<file path="src/rtl/core_reg_bank_if.sv">
// Register-list sequencer beat channel between core_reg_bank (master) and the load-store unit (slave).
interface core_reg_bank_if #(
    parameter int DATA_W = 32,
    parameter int AW     = 4
);
    logic              seq_valid;
    logic              seq_ready;
    logic [AW-1:0]     seq_addr;
    logic [DATA_W-1:0] seq_rdata;
    logic [DATA_W-1:0] seq_wdata;
    logic [AW:0]       seq_idx;
    logic [AW:0]       seq_count;

    modport master (
        output seq_valid, seq_addr, seq_rdata, seq_idx, seq_count,
        input  seq_ready, seq_wdata
    );

    modport slave (
        input  seq_valid, seq_addr, seq_rdata, seq_idx, seq_count,
        output seq_ready, seq_wdata
    );
endinterface

</file>
<file path="src/rtl/core_reg_bank.sv">
// Cortex-M0 core register bank with banked MSP/PSP and a PUSH/POP/LDM/STM list sequencer.
// Define CORE_REG_WR_BYPASS_EN to forward same-cycle write data onto the read ports.
module core_reg_bank #(
    parameter int                DATA_W   = 32,
    parameter int                NREG     = 16,
    parameter int                AW       = 4,
    parameter logic [DATA_W-1:0] RESET_SP = '0
) (
    input  logic              clk,
    input  logic              rst,
    input  logic [AW-1:0]     addr_Rn,
    input  logic [AW-1:0]     addr_Rm,
    input  logic [AW-1:0]     addr_Rd,
    output logic [DATA_W-1:0] Rn,
    output logic [DATA_W-1:0] Rm,
    output logic [DATA_W-1:0] r_Rd,
    input  logic              ld_rd,
    input  logic [DATA_W-1:0] w_Rd,
    input  logic              ld_sp,
    input  logic              ld_lr,
    input  logic              ld_pc,
    input  logic [DATA_W-1:0] w_SP,
    input  logic [DATA_W-1:0] w_LR,
    input  logic [DATA_W-1:0] w_PC,
    output logic [DATA_W-1:0] r_SP,
    output logic [DATA_W-1:0] r_LR,
    output logic [DATA_W-1:0] r_PC,
    input  logic              ld_apsr,
    input  logic [3:0]        w_APSR,
    output logic [3:0]        r_APSR,
    input  logic              ld_ipsr,
    input  logic [5:0]        w_IPSR,
    output logic [5:0]        r_IPSR,
    input  logic              ld_primask,
    input  logic              w_PMask,
    output logic              r_PMask,
    input  logic              ld_spsel,
    input  logic              w_spsel,
    output logic              r_spsel,
    input  logic              seq_start,
    input  logic              seq_load,
    input  logic [NREG-1:0]   seq_list,
    output logic              seq_busy,
    output logic              seq_done,
    core_reg_bank_if.master   mem
);

    localparam int SP_IDX = 13;
    localparam int LR_IDX = 14;
    localparam int PC_IDX = 15;

    typedef enum logic [1:0] {SEQ_IDLE, SEQ_RUN, SEQ_DONE} seq_state_t;

    seq_state_t        state;
    logic [NREG-1:0]   remain;
    logic              load_q;
    logic              valid_q;
    logic              busy_q;
    logic              done_q;
    logic [AW:0]       idx_q;
    logic [AW:0]       count_q;

    // regs[SP_IDX] holds MSP; PSP lives separately and is swapped in by view.
    logic [DATA_W-1:0] regs    [NREG];
    logic [DATA_W-1:0] view    [NREG];
    logic [DATA_W-1:0] nx_view [NREG];
    logic [DATA_W-1:0] psp;
    logic [3:0]        apsr;
    logic [5:0]        ipsr;
    logic              primask;
    logic              spsel;

    logic              use_psp;
    logic [AW-1:0]     cur_addr;
    logic [NREG-1:0]   low_bit;
    logic              last_beat;
    logic              seq_we;

    function automatic logic [AW:0] popcnt(input logic [NREG-1:0] v);
        logic [AW:0] c;
        c = '0;
        for (int i = 0; i < NREG; i++) begin
            c = c + (AW+1)'(v[i]);
        end
        return c;
    endfunction

    assign use_psp   = spsel && (ipsr == 6'd0);
    assign low_bit   = remain & (~remain + NREG'(1));
    assign last_beat = ((remain & (remain - NREG'(1))) == '0);
    assign seq_we    = (state == SEQ_RUN) && mem.seq_ready && load_q;

    always_comb begin
        cur_addr = '0;
        for (int i = NREG - 1; i >= 0; i--) begin
            if (remain[i]) cur_addr = AW'(i);
        end
    end

    always_comb begin
        for (int i = 0; i < NREG; i++) view[i] = regs[i];
        view[SP_IDX] = use_psp ? psp : regs[SP_IDX];
    end

    // Later assignments win, so the order encodes ld_rd < dedicated loads < sequencer.
    always_comb begin
        for (int i = 0; i < NREG; i++) nx_view[i] = view[i];
        if (ld_rd) nx_view[addr_Rd] = w_Rd;
        if (ld_sp) nx_view[SP_IDX] = w_SP;
        if (ld_lr) nx_view[LR_IDX] = w_LR;
        if (ld_pc) nx_view[PC_IDX] = w_PC;
        if (seq_we) nx_view[cur_addr] = mem.seq_wdata;
    end

    always_comb begin
`ifdef CORE_REG_WR_BYPASS_EN
        Rn            = nx_view[addr_Rn];
        Rm            = nx_view[addr_Rm];
        r_Rd          = nx_view[addr_Rd];
        mem.seq_rdata = nx_view[cur_addr];
`else
        Rn            = view[addr_Rn];
        Rm            = view[addr_Rm];
        r_Rd          = view[addr_Rd];
        mem.seq_rdata = view[cur_addr];
`endif
    end

    always_ff @(posedge clk or negedge rst) begin
        if (!rst) begin
            for (int i = 0; i < NREG; i++) begin
                regs[i] <= (i == LR_IDX) ? '1 : ((i == SP_IDX) ? RESET_SP : '0);
            end
            psp     <= '0;
            apsr    <= '0;
            ipsr    <= '0;
            primask <= 1'b0;
            spsel   <= 1'b0;
        end else begin
            for (int i = 0; i < NREG; i++) begin
                if (i != SP_IDX) regs[i] <= nx_view[i];
            end
            if (use_psp) psp <= nx_view[SP_IDX];
            else         regs[SP_IDX] <= nx_view[SP_IDX];
            if (ld_apsr)    apsr    <= w_APSR;
            if (ld_ipsr)    ipsr    <= w_IPSR;
            if (ld_primask) primask <= w_PMask;
            if (ld_spsel)   spsel   <= w_spsel;
        end
    end

    always_ff @(posedge clk or negedge rst) begin
        if (!rst) begin
            state   <= SEQ_IDLE;
            remain  <= '0;
            load_q  <= 1'b0;
            valid_q <= 1'b0;
            busy_q  <= 1'b0;
            done_q  <= 1'b0;
            idx_q   <= '0;
            count_q <= '0;
        end else begin
            case (state)
                SEQ_IDLE: begin
                    if (seq_start) begin
                        count_q <= popcnt(seq_list);
                        idx_q   <= '0;
                        load_q  <= seq_load;
                        remain  <= seq_list;
                        if (seq_list != '0) begin
                            state   <= SEQ_RUN;
                            valid_q <= 1'b1;
                            busy_q  <= 1'b1;
                        end else begin
                            state  <= SEQ_DONE;
                            done_q <= 1'b1;
                        end
                    end
                end
                SEQ_RUN: begin
                    if (mem.seq_ready) begin
                        remain <= remain & ~low_bit;
                        idx_q  <= idx_q + (AW+1)'(1);
                        if (last_beat) begin
                            state   <= SEQ_DONE;
                            valid_q <= 1'b0;
                            busy_q  <= 1'b0;
                            done_q  <= 1'b1;
                        end
                    end
                end
                SEQ_DONE: begin
                    state  <= SEQ_IDLE;
                    done_q <= 1'b0;
                end
                default: state <= SEQ_IDLE;
            endcase
        end
    end

    assign r_SP          = view[SP_IDX];
    assign r_LR          = view[LR_IDX];
    assign r_PC          = view[PC_IDX];
    assign r_APSR        = apsr;
    assign r_IPSR        = ipsr;
    assign r_PMask       = primask;
    assign r_spsel       = spsel;
    assign seq_busy      = busy_q;
    assign seq_done      = done_q;
    assign mem.seq_valid = valid_q;
    assign mem.seq_addr  = cur_addr;
    assign mem.seq_idx   = idx_q;
    assign mem.seq_count = count_q;

endmodule

</file>
<file path="src/flat_wrapper.sv">
// flat-port wrapper written by rule: the top's interface ports become plain ports
module core_reg_bank_flat 
#(
    parameter int                DATA_W   = 32,
    parameter int                NREG     = 16,
    parameter int                AW       = 4,
    parameter logic [DATA_W-1:0] RESET_SP = '0
)
  (clk, rst, addr_Rn, addr_Rm, addr_Rd, Rn, Rm, r_Rd, ld_rd, w_Rd, ld_sp, ld_lr, ld_pc, w_SP, w_LR, w_PC, r_SP, r_LR, r_PC, ld_apsr, w_APSR, r_APSR, ld_ipsr, w_IPSR, r_IPSR, ld_primask, w_PMask, r_PMask, ld_spsel, w_spsel, r_spsel, seq_start, seq_load, seq_list, seq_busy, seq_done, mem_seq_valid, mem_seq_addr, mem_seq_rdata, mem_seq_idx, mem_seq_count, mem_seq_ready, mem_seq_wdata);
  core_reg_bank_if #(.DATA_W(DATA_W), .AW(AW)) mem_i ();
  input  logic clk;
  input  logic rst;
  input  logic [AW-1:0] addr_Rn;
  input  logic [AW-1:0] addr_Rm;
  input  logic [AW-1:0] addr_Rd;
  output logic [DATA_W-1:0] Rn;
  output logic [DATA_W-1:0] Rm;
  output logic [DATA_W-1:0] r_Rd;
  input  logic ld_rd;
  input  logic [DATA_W-1:0] w_Rd;
  input  logic ld_sp;
  input  logic ld_lr;
  input  logic ld_pc;
  input  logic [DATA_W-1:0] w_SP;
  input  logic [DATA_W-1:0] w_LR;
  input  logic [DATA_W-1:0] w_PC;
  output logic [DATA_W-1:0] r_SP;
  output logic [DATA_W-1:0] r_LR;
  output logic [DATA_W-1:0] r_PC;
  input  logic ld_apsr;
  input  logic [3:0] w_APSR;
  output logic [3:0] r_APSR;
  input  logic ld_ipsr;
  input  logic [5:0] w_IPSR;
  output logic [5:0] r_IPSR;
  input  logic ld_primask;
  input  logic w_PMask;
  output logic r_PMask;
  input  logic ld_spsel;
  input  logic w_spsel;
  output logic r_spsel;
  input  logic seq_start;
  input  logic seq_load;
  input  logic [NREG-1:0] seq_list;
  output logic seq_busy;
  output logic seq_done;
  output wire logic [$bits(mem_i.seq_valid)-1:0] mem_seq_valid;
  output wire logic [$bits(mem_i.seq_addr)-1:0] mem_seq_addr;
  output wire logic [$bits(mem_i.seq_rdata)-1:0] mem_seq_rdata;
  output wire logic [$bits(mem_i.seq_idx)-1:0] mem_seq_idx;
  output wire logic [$bits(mem_i.seq_count)-1:0] mem_seq_count;
  input wire logic [$bits(mem_i.seq_ready)-1:0] mem_seq_ready;
  input wire logic [$bits(mem_i.seq_wdata)-1:0] mem_seq_wdata;
  assign mem_seq_valid = mem_i.seq_valid;
  assign mem_seq_addr = mem_i.seq_addr;
  assign mem_seq_rdata = mem_i.seq_rdata;
  assign mem_seq_idx = mem_i.seq_idx;
  assign mem_seq_count = mem_i.seq_count;
  assign mem_i.seq_ready = mem_seq_ready;
  assign mem_i.seq_wdata = mem_seq_wdata;
  core_reg_bank #(.DATA_W(DATA_W), .NREG(NREG), .AW(AW), .RESET_SP(RESET_SP)) u_core (.clk(clk), .rst(rst), .addr_Rn(addr_Rn), .addr_Rm(addr_Rm), .addr_Rd(addr_Rd), .Rn(Rn), .Rm(Rm), .r_Rd(r_Rd), .ld_rd(ld_rd), .w_Rd(w_Rd), .ld_sp(ld_sp), .ld_lr(ld_lr), .ld_pc(ld_pc), .w_SP(w_SP), .w_LR(w_LR), .w_PC(w_PC), .r_SP(r_SP), .r_LR(r_LR), .r_PC(r_PC), .ld_apsr(ld_apsr), .w_APSR(w_APSR), .r_APSR(r_APSR), .ld_ipsr(ld_ipsr), .w_IPSR(w_IPSR), .r_IPSR(r_IPSR), .ld_primask(ld_primask), .w_PMask(w_PMask), .r_PMask(r_PMask), .ld_spsel(ld_spsel), .w_spsel(w_spsel), .r_spsel(r_spsel), .seq_start(seq_start), .seq_load(seq_load), .seq_list(seq_list), .seq_busy(seq_busy), .seq_done(seq_done), .mem(mem_i));
endmodule
</file>
<file path="config.mk">
export PLATFORM = sky130hd
export DESIGN_NAME = core_reg_bank_flat
export DESIGN_NICKNAME = d
export VERILOG_FILES = /design/src/rtl/core_reg_bank_if.sv /design/src/rtl/core_reg_bank.sv /design/src/flat_wrapper.sv
export SDC_FILE = /design/constraint.sdc
export NUM_CORES = 2
export LEC_CHECK = 0
export CAP_MARGIN = 20
export CORE_UTILIZATION = 25
export DETAILED_ROUTE_END_ITERATION = 10
export MAX_ROUTING_LAYER = met4
export PLACE_DENSITY = 0.46
export SKIP_LAST_GASP = 1
export SYNTH_ARGS = -nofsm -noshare
export SYNTH_HDL_FRONTEND = slang
export SYNTH_SLANG_ARGS = --single-unit
</file>
<file path="constraint.sdc">
create_clock -name clk -period 3.8 [get_ports clk]
set_clock_uncertainty 0.2 [all_clocks]
set_input_delay 0.38 -clock clk [delete_from_list [all_inputs] [get_ports clk]]
set_output_delay 0.38 -clock clk [all_outputs]
set_load 0.1 [all_outputs]
</file>
# Word-level counts from Yosys, hierarchy flattened
# Index checks and enable logic that the tools add are counted.
# word_totals
register_bits	587
input_bits	213
wordCells	145
# classes
n_addsub	18
n_lt_le_gt_ge	6
eq_ne	7
muxes	61
bitwise	9
reduce_logical	16
# op_table
operator	n
bitwise mux 512 bit	2
2-to-1 mux 512 bit	2
binary-select mux 32 bit (select 4 bit)	4
2-to-1 mux 32 bit	14
demux 32 bit (select 4 bit)	2
adder 5 x 1 -> 5 bit	14
2-to-1 mux 4 bit	16
AND 16 bit	3
2-to-1 mux 16 bit	2
NOT 16 bit	2
one-hot mux 16 bit (2 select lines)	1
>= comparator 5 bit, second input constant	4
NOT 4 -> 5 bit	4
adder 16 x 1 -> 16 bit, second input constant	1
logical NOT 16 bit	1
nonzero test 16 bit	1
subtractor 16 x 1 -> 16 bit, second input constant	1
less-than comparator 5 x 1 -> 1 bit, second input constant	2
2-to-1 mux 5 bit	2
one-hot mux 5 bit (2 select lines)	1
AND reduction 5 bit	2
2-to-1 mux 1 bit	8
2-to-1 mux 2 bit	4
logical NOT 6 bit	1
other kinds (15)	23

# Longest topological paths before layout
# depth
depth_word	23
mapped_depth	15
mapped_depth_nobuf	15

# Worst setup path after synthesis
# OpenSTA, ideal clock, no wires.
# synth_timing
path_type	register to output
startpoint	register u_core.spsel (netlist: u_core.r_spsel)
endpoint	output port Rn[10]
arrival_time_ns	4.489
required_ns	3.220
setup_slack_ns	-1.269
path_stages_with_launch	9
cell_sequence	dfrtp_1 > nor4b_1 > and2_1 > clkbuf_1 > clkbuf_1 > mux2_2 > mux4_2 > mux2i_1 > a21oi_1
# synth_via
elab_chain_cells	5
# synth_lines
element	line_no	rtl
start: declaration	core_reg_bank.sv:71	logic spsel;
start signal: assignment	core_reg_bank.sv:148	if (ld_spsel) spsel <= w_spsel;
logical AND 1 bit	core_reg_bank.sv:88	assign use_psp = spsel && (ipsr == 6'd0);
2-to-1 mux 32 bit	core_reg_bank.sv:102	view[SP_IDX] = use_psp ? psp : regs[SP_IDX];
via r_SP[10]	flat_wrapper.sv:27	output logic [DATA_W-1:0] r_SP;
binary-select mux 32 bit (select 4 bit)	core_reg_bank.sv:122	Rn = view[addr_Rn];
2-to-1 mux 32 bit (implied by the code) (2 in a row)	core_reg_bank.sv:122	
end: declaration	flat_wrapper.sv:16	output logic [DATA_W-1:0] Rn;
# The timed path passes the listed nets, and every way through them passes these cells. The select of a mux whose other input is x is not followed.

# Worst setup path after layout
# layout_timing
startpoint	register u_core.ipsr[2] (netlist: u_core.r_IPSR[2])
endpoint	output port r_Rd[12]
# layout_via
elab_chain_cells	6
# layout_lines
element	line_no	rtl
start: declaration	core_reg_bank.sv:69	logic [5:0] ipsr;
start signal: assignment	core_reg_bank.sv:146	if (ld_ipsr) ipsr <= w_IPSR;
logical NOT 6 bit	core_reg_bank.sv:88	
logical AND 1 bit	core_reg_bank.sv:88	
2-to-1 mux 32 bit	core_reg_bank.sv:102	
binary-select mux 32 bit (select 4 bit)	core_reg_bank.sv:124	r_Rd = view[addr_Rd];
2-to-1 mux 32 bit (implied by the code) (2 in a row)	core_reg_bank.sv:124	
end: declaration	flat_wrapper.sv:18	output logic [DATA_W-1:0] r_Rd;
# No other way between the ends. The select of a mux whose other input is x is not followed.

==> out/results.md <==
| Step | Quantity | Value |
|---|---|---|
| final layout | Most frequent standard cell in the layout excluding fill and tap cells | sky130_fd_sc_hd__mux2i_1 |
| final layout | Growth of design area from synthesis to finish | 37.8% |
| timing | Minimum clock period after layout | 4.32 ns |
| final layout | Fraction of final layout cells sized beyond drive strength 1 | 31.8% |
| final layout | Fill count | 17.6k |
| setup path | Number of cells on the critical path | 9 |
| setup path | Type of origin of the critical path | flip-flop |
| routing | Met3 wirelength from detailed routing | 15,500 microns |
| global route | Maximum number of pins on one net before global-route repair | 75 |
| run status | Result of the run | finished, violations left |
| clocking | Number of buffers added by the clock tree synthesis step | 78 |
| logic synthesis | Syn Inst Count | 4,437 |
| setup path | Highest-delay cell along the critical path | sky130_fd_sc_hd__mux4_2 |
| logic synthesis | Post-Synthesis Net Count | 4,668 |
| routing | Sum of routed wire length over all layers | 229,000 microns |
| pwr | Areal power density over the cells | 1090 nW/um^2 |
| routing | Count of routing violations after the opening detailed-route iteration | 4,864 |
| routing | Total number of vias | 41.1k |
| logic synthesis | Share of flip-flops with an asynchronous set or reset | 100% |
| pwr | VDD IR max | 1.60 mV |
| routing | Post-detailed-route count of antenna-violating nets | 0 |
| global route | Initial antenna violation count | 5 |
| run status | Violated checks | setup timing |
| floorplan | Die span in y | 425 microns |
| timing | Max_slew headroom | 25.6% |
| pwr | Leakage power summed over all cells | 24.4 nW |
| final layout | Area of all sequential standard cells | 14,800 sq um |
| setup path | Largest driver fanout on the critical path | 5 |
| setup path | Critical path buffers and inverters | 4 |
| timing | Slew @ Worst Pin | 1.11 ns |
| timing | Maximum operating frequency | 231 MHz |
| routing | Routed metal-1 wire length | 91,900 microns |
| timing | Max Transition Viols Final | 0 |
| setup path | Cell count of the worst reg-to-reg path | 11 |
| setup path | Critical path, cell by cell | nor4b_4, and2_4, buf_12, buf_12, buf_16, mux2_4, mux4_2, mux4_2, buf_12 |
| logic synthesis | Mean instance size in the synthesized netlist | 10.1 sq um |
| routing | Wire length on met2 | 111,000 microns |
| timing | Worst path setup slack after routing | -0.522 ns |
| timing | Post-route worst hold slack | 0.0815 ns |
| final layout | Most frequent cells in the layout | sky130_fd_sc_hd__mux2i_1 (552), sky130_fd_sc_hd__dfrtp_1 (541), sky130_fd_sc_hd__nand2_1 (452) |
| placed design | Post-detail-place hpwl | 155,000 microns |
| global route | Global-route wire length before repair | 322,000 microns |
| hold path | Min-Delay Path Depth | 2 |
| timing | Sum of negative setup slack | -43.30 ns |
| setup path | Cell class contributing the biggest share of worst-path delay | multiplexers |
| final layout | Multi-input logic area | 29,700 sq um |
| logic synthesis | Post-synthesis sequential element count | 587 |
| floorplan | Top-Level Pins | 466 |
| floorplan | Horizontal die dimension | 425 microns |
| setup path | Worst Setup Path Type | flip-flop to output port |
| clocking | TritonCTS clock tree | done |
| clocking | Clock slew seen by the registers of the worst setup and hold paths | 0.05 ns |
| placed design | Minimum setup slack after placement | -0.705 ns |
| floorplan | Die area | 180,000 sq um |
| placed design | Port bufs | 465 |
| timing | Total count of hold-check failures in the final report | 0 |
| routing | DRC violation count after routing | 0 |
| placed design | Final weighted congestion in routability-driven placement | 0.901 |
| run | Number of max-cap violations | 0 |
| floorplan | Effective utilization at floorplan | 25.3% |
| routing | Detailed-route wire length per cell | 31.2 microns |
| floorplan | Row count | 154 |
| global route | Vias in the first global route | 41.1k |
| clocking | Clock sinks | 587 |
| timing | Ratio of final minimum period to clock period | 114% |
| timing | # setup viols final | 128 |
| global route | GR Overflow Total | 0 |
| setup path | Arrival @ worst endpoint | 3.74 ns |
| timing | Setup repair after global routing missed its margin | yes |
| routing | Vias/cell | 5.60 |
| routing | Detailed-routing iteration count for the pre-antenna-repair pass | 6 |
| floorplan | Core Footprint | 177,000 sq um |
| clocking | Insertion delay of the later-clocked pin in the worst-skew pair | 0.71 ns |
| logic synthesis | Yosys synthesis warning count | 0 |
| clocking | H-tree levels | 3 |
| clocking | Longest Clk Path Bufs | 3 |
| final layout | Net count of the finished layout | 5,168 |
| setup path | Cell mode on critical path | sky130_fd_sc_hd__buf_12 |
| clocking | Root Driver | sky130_fd_sc_hd__clkbuf_16 |
| setup path | Capturing element type of the critical path | output port |
| setup path | Maximum single-stage delay on the critical path | 0.56 ns |
| logic synthesis | Cell area after synthesis | 44,700 sq um |
| pwr | Total Power Consumption | 67.3 mW |
| logic synthesis | Number of flops mapped to enable cells by yosys | 0 |
| logic synthesis | Number of different library cells in the post-synthesis netlist | 68 |
| routing | Uppermost routed layer | met4 |
| setup path | Worst Path Required | 3.22 ns |
| logic synthesis | Predominant post-synthesis flop cell | sky130_fd_sc_hd__dfrtp_1 |
| global route | Combined global-route utilization of all metal layers | 25.6% |
| logic synthesis | Portion of the post-synthesis area used by sequential elements | 33.0% |
| hold path | Min-Delay Path Class | input pin to flip-flop |
## layer usage
layer / global-route usage, % / vias to the layer above
met5: - / -
met4: 12.1 / 0
met1: 31.4 / 21000
met3: 3.98 / 445
li1: - / 17600
met2: 41.1 / 2048
## path summary, 6_finish.rpt
kind	slack, ns	end	from
min in group asynchronous	0.10	u_core.r_IPSR[2]$_DFFE_PN0P_	rst
worst max register to register	0.45	u_core.regs[155]$_DFF_PN0_	u_core.remain[0]$_DFFE_PN0P_
max in group asynchronous	2.22	u_core.regs[511]$_DFF_PN0_	rst
worst min-delay path	0.08	u_core.r_APSR[2]$_DFFE_PN0P_	w_APSR[2]
worst max-delay path	-0.52	r_Rd[12]	u_core.r_IPSR[2]$_DFFE_PN0P_
worst min register to register	0.28	u_core.regs[68]$_DFFE_PN0N_	u_core.regs[68]$_DFFE_PN0N_
## sequential cells by signal, summed over array words and instances, names as in the netlist
register and cells:
u_core.psp 32, u_core.r_spsel 1, u_core.r_PC 32, u_core.seq_done 1, u_core.r_PMask 1, u_core.mem.seq_idx 5, u_core.remain 16, u_core.state 2
u_core.mem.seq_valid 1, u_core.r_APSR 4, u_core.r_LR 32, u_core.mem.seq_count 5, u_core.load_q 1, u_core.regs 448, u_core.r_IPSR 6
## cell families (layout without fill, tap and decap cells)
logic type                 count (synthesis)  in the layout  share of synthesized area (%)
xor gates and xnor gates                   3              3                         0.0588
and+or+nand+nor                         1082           1082                           10.4
other                                      0              6                              0
AOI/OAI and AO/OA                       1097           1097                           14.3
DFF                                      587            587                           33.0
muxes                                   1085           1085                           36.1
buffers and inverters                    563           1128                           5.43
adders and majority gates                 20             20                          0.720
## power by group
| group | switching, mW | internal, mW | leakage, nW |
|---|---|---|---|
| logic | 27.8 | 18.6 | 16.0 |
| clock network | 3.29 | 4.95 | 1.36 |
| registers | 3.79 | 8.91 | 7.06 |
## per-stage QoR
stage	instances	util (%)	cell area, sq um
6_report	7348	34.8	61600
5_1_grt	7347	34.8	61600
4_1_cts	7302	34.4	60900
3_5_place_dp	7054	31.8	56200
3_3_place_gp	7054	31.8	56200
2_1_floorplan	4437	-	45600
## layout make-up
class / instances / share of cell area, %
repair inverters: 1 / 0.0264
repair buffers: 949 / 18.3
multi-input cells: 3287 / 48.2
diodes: 6 / 0.0244
clock buffers: 116 / 3.86
well taps: 2340 / 4.75
clock inverters: 29 / 0.662
flip-flops and latches: 587 / 23.9
inverters: 33 / 0.252
## repair_timing
action | CTS | global route
buffers inserted | 99 | 43
pin swaps | 97 | 79
gates resized for setup | 207 | 87
hold buffers | 1 | 2
gates cloned | 8 | 3
hold endpoints to repair | 54 | 2
endpoints found under the setup margin | 128 | 132
## synth_stat cells, drive strengths merged, types with 12 or more instances
library cell	number	area (sq um)
o21ai	378	1890
mux2i	613	6140
a211oi	68	526
dfstp	32	841
mux2	56	631
nand3	17	85.1
or4	33	263
nor2	409	1540
a22oi	57	428
buf	142	845
o211ai	45	338
and3	12	75.1
inv	33	124
a21oi	446	2230
nand2	463	1740
nor3	22	115
a222oi	45	450
clkbuf	388	1460
mux4	416	9370
a22o	12	105
o32ai	13	114
dfrtp	555	13900
nor2b	69	432
No activity file was read; power rests on OpenSTA's default activity.
